==> config.mk <==
export PLATFORM = sky130hd
export DESIGN_NAME = serial_pattern_detector
export DESIGN_NICKNAME = d
export VERILOG_FILES = /design/src/rtl/pd_pkg.sv /design/src/rtl/serial_pattern_detector_sat_counter.sv /design/src/rtl/serial_pattern_detector.sv
export SDC_FILE = /design/constraint.sdc
export NUM_CORES = 1
export LEC_CHECK = 0
export CORE_MARGIN = 5
export CORE_UTILIZATION = 35
export DETAILED_ROUTE_END_ITERATION = 6
export PLACE_DENSITY = 0.72
export SLEW_MARGIN = 30
export SYNTH_ARGS = -nofsm -noshare
export SYNTH_HDL_FRONTEND = slang
export SYNTH_SLANG_ARGS = --single-unit
==> constraint.sdc <==
create_clock -name clk -period 1.75 [get_ports clk]
set_input_delay 0.2625 -clock clk [delete_from_list [all_inputs] [get_ports clk]]
set_output_delay 0.2625 -clock clk [all_outputs]
set_load 0.03 [all_outputs]
==> src/rtl/pd_pkg.sv <==
// Shared definitions for the serial pattern detector.
//   PD_N / PD_PATTERN : default pattern width and pattern (MSB = first bit received)
//   PD_FILL_W         : fill counter width for the default width
//   fill_state_t      : fill-state decode (EMPTY / FILLING / ARMED)
//   pd_fill_w()       : fill counter width for an arbitrary pattern width
package pd_pkg;

  localparam int unsigned     PD_N       = 4;
  localparam logic [PD_N-1:0] PD_PATTERN = 4'b1011;
  localparam int unsigned     PD_FILL_W  = $clog2(PD_N + 1);

  typedef enum logic [1:0] {
    EMPTY   = 2'd0,
    FILLING = 2'd1,
    ARMED   = 2'd2
  } fill_state_t;

  function automatic int unsigned pd_fill_w(input int unsigned n);
    return $clog2(n + 1);
  endfunction

endpackage

==> src/rtl/serial_pattern_detector_sat_counter.sv <==
// sat_counter: saturating up-counter with synchronous clear.
//   clk, rst_n : clock, asynchronous active-low reset
//   inc        : count up by one (held at all-ones once reached)
//   clr        : synchronous clear, wins over inc
//   count      : current count
module sat_counter #(
  parameter int unsigned WIDTH = 8
) (
  input  logic             clk,
  input  logic             rst_n,
  input  logic             inc,
  input  logic             clr,
  output logic [WIDTH-1:0] count
);

  always_ff @(posedge clk or negedge rst_n) begin
    if (!rst_n) begin
      count <= '0;
    end else if (clr) begin
      count <= '0;
    end else if (inc && (count != '1)) begin
      count <= count + WIDTH'(1);
    end
  end

endmodule

==> src/rtl/serial_pattern_detector.sv <==
// serial_pattern_detector: matches an N-bit pattern in a registered serial
// bit stream (downstream of the single-bit D flip-flop stage).
//   clk       : clock, all state updates on rising edge
//   rst_n     : asynchronous active-low reset
//   bit_in    : serial data bit (upstream flip-flop Q)
//   bit_vld   : bit_in is accepted only when 1
//   clr       : synchronous clear of history, fill, detect and counter
//   detect    : registered one-cycle pulse per match
//   hist_out  : last N accepted bits, bit 0 newest
//   match_cnt : saturating match count
// Optional feature: define PD_MATCH_COUNT_EN to build the match counter;
// otherwise match_cnt is constant 0.
module serial_pattern_detector
  import pd_pkg::*;
#(
  parameter int unsigned     N       = PD_N,
  parameter logic [N-1:0]    PATTERN = N'(PD_PATTERN),
  parameter int unsigned     OVERLAP = 1,
  parameter int unsigned     CW      = 8
) (
  input  logic          clk,
  input  logic          rst_n,
  input  logic          bit_in,
  input  logic          bit_vld,
  input  logic          clr,
  output logic          detect,
  output logic [N-1:0]  hist_out,
  output logic [CW-1:0] match_cnt
);

  localparam int unsigned    FW        = pd_fill_w(N);
  localparam logic [FW-1:0]  FILL_FULL = FW'(N);
  localparam logic [FW-1:0]  FILL_LAST = FW'(N - 1);

  logic [N-1:0]  hist;
  logic [N-1:0]  hist_nxt;
  logic [FW-1:0] fill;
  logic [FW-1:0] fill_nxt;
  logic          detect_q;
  logic          detect_nxt;
  logic [N-1:0]  window;
  logic          match;
  fill_state_t   state;

  // State register
  always_ff @(posedge clk or negedge rst_n) begin
    if (!rst_n) begin
      hist     <= '0;
      fill     <= '0;
      detect_q <= 1'b0;
    end else begin
      hist     <= hist_nxt;
      fill     <= fill_nxt;
      detect_q <= detect_nxt;
    end
  end

  // Fill state is a pure decode of the fill count.
  always_comb begin
    state = FILLING;
    if (fill == '0) begin
      state = EMPTY;
    end else if (fill >= FILL_FULL) begin
      state = ARMED;
    end
  end

  // Next-state logic. The match is judged on the window that includes the
  // incoming bit, so fill must already hold N-1 bits; this keeps the
  // zero-initialised history from ever matching.
  always_comb begin
    window     = {hist[N-2:0], bit_in};
    match      = bit_vld && !clr && (fill >= FILL_LAST) && (window == PATTERN);
    hist_nxt   = hist;
    fill_nxt   = fill;
    detect_nxt = 1'b0;
    if (clr) begin
      hist_nxt = '0;
      fill_nxt = '0;
    end else if (bit_vld) begin
      hist_nxt = window;
      unique case (state)
        EMPTY:   fill_nxt = FW'(1);
        FILLING: fill_nxt = fill + FW'(1);
        ARMED:   fill_nxt = FILL_FULL;
        default: fill_nxt = '0;
      endcase
      if (match && (OVERLAP == 0)) begin
        fill_nxt = '0;
      end
      detect_nxt = match;
    end
  end

  // Outputs
  always_comb begin
    detect   = detect_q;
    hist_out = hist;
  end

`ifdef PD_MATCH_COUNT_EN
  sat_counter #(
    .WIDTH(CW)
  ) u_match_cnt (
    .clk   (clk),
    .rst_n (rst_n),
    .inc   (match),
    .clr   (clr),
    .count (match_cnt)
  );
`else
  assign match_cnt = '0;
`endif

endmodule

## Yosys cells after proc, flatten, opt, wreduce, memory -nomap -nowiden

Index checks and enable logic that the tools add are counted.

- Register bits: 8
- Input bits: 5
- Output and inout port bits: 13
- Logic and storage cells: 25

- Add/subtract/negate cells: 1
- Magnitude comparators: 2
- Eq/ne operators: 3
- Muxes and demuxes: 9
- Reduce and logical (&&, ||, !) cells: 7

Operator list:

| kind | count |
|---|---|
| 3-bit one-hot mux with 3 select lines | 1 |
| 4-bit 2-to-1 mux | 2 |
| 3-bit 2-to-1 mux | 2 |
| 4-bit == test, second input constant | 1 |
| 2-bit 2-to-1 mux | 2 |
| 3-bit by 1-bit adder with 3-bit output, second input constant | 1 |
| 3-bit by 2-bit greater-or-equal comparator with 1-bit output, second input constant | 1 |
| 3-bit greater-or-equal comparator, second input constant | 1 |
| 1-bit logical AND | 3 |
| 3-bit logical NOT | 1 |
| 2-bit by 1-bit == test with 1-bit output, second input constant | 1 |
| 2-bit == test, second input constant | 1 |
| 2-bit logical NOT | 1 |
| 1-bit 2-to-1 mux | 2 |
| 2-bit nonzero test | 1 |
| 1-bit logical NOT | 1 |

## Longest topological paths before layout

- Depth after elaboration: 7
- Gate-level depth with buffers: 4
- Gate-level depth less buffers: 4

## Worst setup path after synthesis

OpenSTA, ideal clock, no wires.

- Path kind: register to register
- Start: register fill[0]
- End: register fill[2]
- Library setup time: 0.078 ns
- Arrival: 1.326 ns
- Data required time: 1.672 ns
- Setup slack: 0.346 ns
- Stages on the path, launching flop included: 5
- Buffers on the path: 0
- Clock period less this slack: 1.404 ns
- Cell sequence: dfrtp_1 ha_1 ha_1 or3b_1 a21oi_1

- Longest elaborated chain between the ends: 7
- Elaborated cells between the ends (all ways): 11
- Classes of those cells: add/sub (1); order compare (1); eq/ne (2); mux (5); reduce/logical (2)

RTL lines:

| element | RTL line | source |
|---|---|---|
| start, declared | serial_pattern_detector.sv:37 | `logic [FW-1:0] fill;` |
| start signal, assigned | serial_pattern_detector.sv:53 | `fill <= fill_nxt;` |
| 3-bit greater-or-equal comparator | serial_pattern_detector.sv:63 | `end else if (fill >= FILL_FULL) begin` |
| 2-bit 2-to-1 mux | serial_pattern_detector.sv:63 |  |
| 2-bit 2-to-1 mux | serial_pattern_detector.sv:61 | `if (fill == '0) begin` |
| 2-bit == test (tied with other cells) | serial_pattern_detector.sv:82 | `unique case (state)` |
| 3-bit one-hot mux with 3 select lines (*) | serial_pattern_detector.sv:82 |  |
| 3-bit 2-to-1 mux (*) | serial_pattern_detector.sv:80 | `end else if (bit_vld) begin` |
| 3-bit 2-to-1 mux (*) | serial_pattern_detector.sv:77 | `if (clr) begin` |

Mark *: on every way between the ends. The rest lies on a longest branch, timed or not. The select of a mux whose other input is x is not followed.
A chain may end at the register's enable or synchronous reset.

## Worst setup path after layout

- Start: register hist[1] (netlist: hist_out[1])
- End: output hist_out[1]

RTL lines:

| element | RTL line | source |
|---|---|---|
| start, declared | serial_pattern_detector.sv:35 | `logic [N-1:0] hist;` |
| start signal, assigned | serial_pattern_detector.sv:52 | `hist <= hist_nxt;` |
| end, declared | serial_pattern_detector.sv:27 | `output logic [N-1:0] hist_out,` |

No word-level cell between the ends.

==> results_dict.tcl <==
set metrics [dict create \
    yosys.area.top_type "sky130_fd_sc_hd__dfrtp_1" \
    crit_path_start_kind "flop" \
    cap_violations 0 \
    netlist_area_um2 459 \
    run_status "complete, no violations" \
    rsz0062_at_grt "no" \
    cts_resized 0 \
    root_buffer "sky130_fd_sc_hd__clkbuf_4" \
    timing.critical_path.max_delay_family "buffers and inverters" \
    yosysSeqAreaShare_pct 43.6 \
    utilization_pct 43.3 \
    finalHoldViolCount 0 \
    cell_internal_power_dissipation_mw 0.291 \
    fillCellCount 128 \
    insertedDiodeCount 0 \
    cts.path.max_buffers 2 \
    max_clock_freq_ghz 0.624 \
    worst-endpoint-required_ns 1.49 \
    wl_per_cell_um 11.2 \
    ratio_of_routed_vias_to_standard_cells 4.52 \
    floorplan.die_area_um2 2140 \
    post-cts-setup-buffers 0 \
    htreeDepth 1 \
    min_path_type "in2async" \
    number_of_buffers_and_inverters_on_the_critical_path 1 \
    layout.cells.most_common "sky130_fd_sc_hd__clkdlybuf4s50_1" \
    floorplan.initialDensity_pct 36.2 \
    timing.critical_path.to_type "output pin" \
    place.gp.congestion 0.665 \
    synthDominantCellAreaShare_pct 43.6 \
    grt_pass1_wl_mm 1.42 \
    p_per_area_nw_per_um2 725 \
    setup_ws_ns 0.149 \
    power.switching_fraction_pct 27.0 \
    die-height_um 46.2 \
    clock_sink_count 8 \
    tns_ns 0 \
    cp_slowest_cell "sky130_fd_sc_hd__clkdlybuf4s50_1" \
    layout-area-overhead-vs-synth_pct 19.6 \
    synth_cells 44 \
    final_area_um2 549 \
    share_comb_of_total_power_pct 16.9 \
    post-route-drc-count 0 \
    crit_chain "clkdlybuf4s50_1" \
    nNetsFinal 64 \
    detailed_place_hpwl_um 643 \
    type_of_the_worst_setup_path "reg2out" \
    clk_latency_ns 0.25 \
    placedInstanceArea_um2 527 \
    die_x_um 46.2 \
    final_cell_mix "9 x sky130_fd_sc_hd__clkdlybuf4s50_1, 8 x sky130_fd_sc_hd__conb_1, 8 x sky130_fd_sc_hd__dfrtp_1, 4 x sky130_fd_sc_hd__mux2i_1, 4 x sky130_fd_sc_hd__nor2_1" \
    synthesis.area_per_instance_um2 10.4 \
    postRouteWirelength_um 775 \
    rows 13 \
    tritoncts_clock_tree "yes" \
    final_layout_size_suffix_gt1_share_pct 7.41 \
    fin_worst_skew_ns 0.00290 \
    yosys_warnings 0 \
    track_usage_pct 9.98 \
    finalSetupViolations 0 \
    switchingPower_mw 0.107 \
    slew_violations 0 \
    num_vias 312 \
    timing.critical_path.fanout_max 4 \
    antenna_found_initial 0 \
    place_ws_ns 0.267 \
    fp.coreArea_um2 1270 \
    synth.lib_cells_used.distinct 16 \
    static-leakage-power_nw 0.259 \
    drt_first_pass_iters 4 \
    synthTopCellsByArea "sky130_fd_sc_hd__dfrtp_1 44%, sky130_fd_sc_hd__buf_4 13%, sky130_fd_sc_hd__mux2i_1 8.7%, sky130_fd_sc_hd__ha_1 8.2%, sky130_fd_sc_hd__or3b_1 3.8%" \
    global_route.overflow_total 0 \
    peakVddDrop_uv 319 \
    grt_max_degree 9 \
    buffer_ports.inserted 9 \
    seq_power_share_pct 49.1 \
    arrival_ns 1.34 \
    antenna_violating_nets_post_route 0 \
    clk_transition_reported_paths_ns 0.05 \
    finalWorstPathRequiredPeriod_ns 1.60 \
    tritoncts.num_buffers 3 \
    first_global_vias 319 \
    layout_worst_path_cycle_share_pct 91.5 \
    synth_seq_cells 8 \
    hold_buffers 0 \
    cp_slowest_stage_delay_ns 0.69 \
    starting_drc_count_in_detailed_routing 1 \
    power_mw 0.398 \
    io_pins 18 \
    power_frac_clock_pct 34.0 \
]
final cells by class:
class | instances | area (um2) | area share (%)
Inverter | 3 | 11.3 | 2.05
Multi-Input combinational cell | 30 | 199 | 36.2
Tap cell | 15 | 18.8 | 3.42
Clock buffer | 3 | 22.5 | 4.10
Timing Repair Buffer | 10 | 97.6 | 17.8
Sequential cell | 8 | 200 | 36.4
path summary, 6_finish.rpt:
kind	end	slack [ns]	start	cells after the start
max in group asynchronous	hist_out[0]	1.20	rst_n	1
max	hist_out[1]	0.15	hist_out[1]	1
min reg2reg	detect	0.52	hist_out[1]	1
max reg2reg	fill[2]	0.27	fill[0]	4
min in group clk	detect	0.52	hist_out[1]	1
min	hist_out[2]	0.29	rst_n	1
sequential cells by signal, summed over array words and instances, names as in the netlist:
signal    flops
fill          3
detect        1
hist_out      4
layer usage:
| metal | vias up | global-route usage (%) | share of wire, % |
|---|---|---|---|
| met3 | 2 | 4.30 | 7.4 |
| met2 | 12 | 14.0 | 50 |
| met5 | - | 0 | 0 |
| met1 | 145 | 11.4 | 42 |
| met4 | 0 | 8.52 | 0.26 |
| li1 | 153 | - | - |
power groups by stage:
stage / combinational, mW / clock, mW / sequential (mW)
after floorplan: 0.0561 / 0 / 0.203
after global placement: 0.0670 / 0 / 0.198
after detailed placement: 0.0675 / 0 / 0.199
after CTS: 0.0680 / 0.147 / 0.195
after global routing: 0.0738 / 0.158 / 0.196
final: 0.0674 / 0.135 / 0.196
metrics by stage:
stage,cells,hold slack (ns)
floorplan,51,-0.0331
global placement,66,0.494
detailed placement,66,0.511
CTS,69,0.286
global route,69,0.307
finish,69,0.288
cells by family after synthesis:
logic type,share of synthesized area [%]
other,0.817
AOI/OAI and AO/OA,4.90
DFF,43.6
muxes,8.72
buffers and inverters,18.8
and+or+nand+nor,15.0
adders and majority gates,8.18
cells in the mapped netlist:
cell type,n
sky130_fd_sc_hd__buf_4,8
sky130_fd_sc_hd__dfrtp_1,8
sky130_fd_sc_hd__mux2i_1,4
sky130_fd_sc_hd__nor2_1,4
sky130_fd_sc_hd__a21oi_1,3
sky130_fd_sc_hd__ha_1,3
sky130_fd_sc_hd__inv_1,3
sky130_fd_sc_hd__nand2b_1,2
sky130_fd_sc_hd__or3b_1,2
sky130_fd_sc_hd__a211oi_1,1
sky130_fd_sc_hd__buf_1,1
sky130_fd_sc_hd__buf_6,1
sky130_fd_sc_hd__conb_1,1
sky130_fd_sc_hd__nand4_1,1
sky130_fd_sc_hd__nand4bb_1,1
sky130_fd_sc_hd__nor4_1,1
Note: power is estimated with default switching activity, not from simulation.
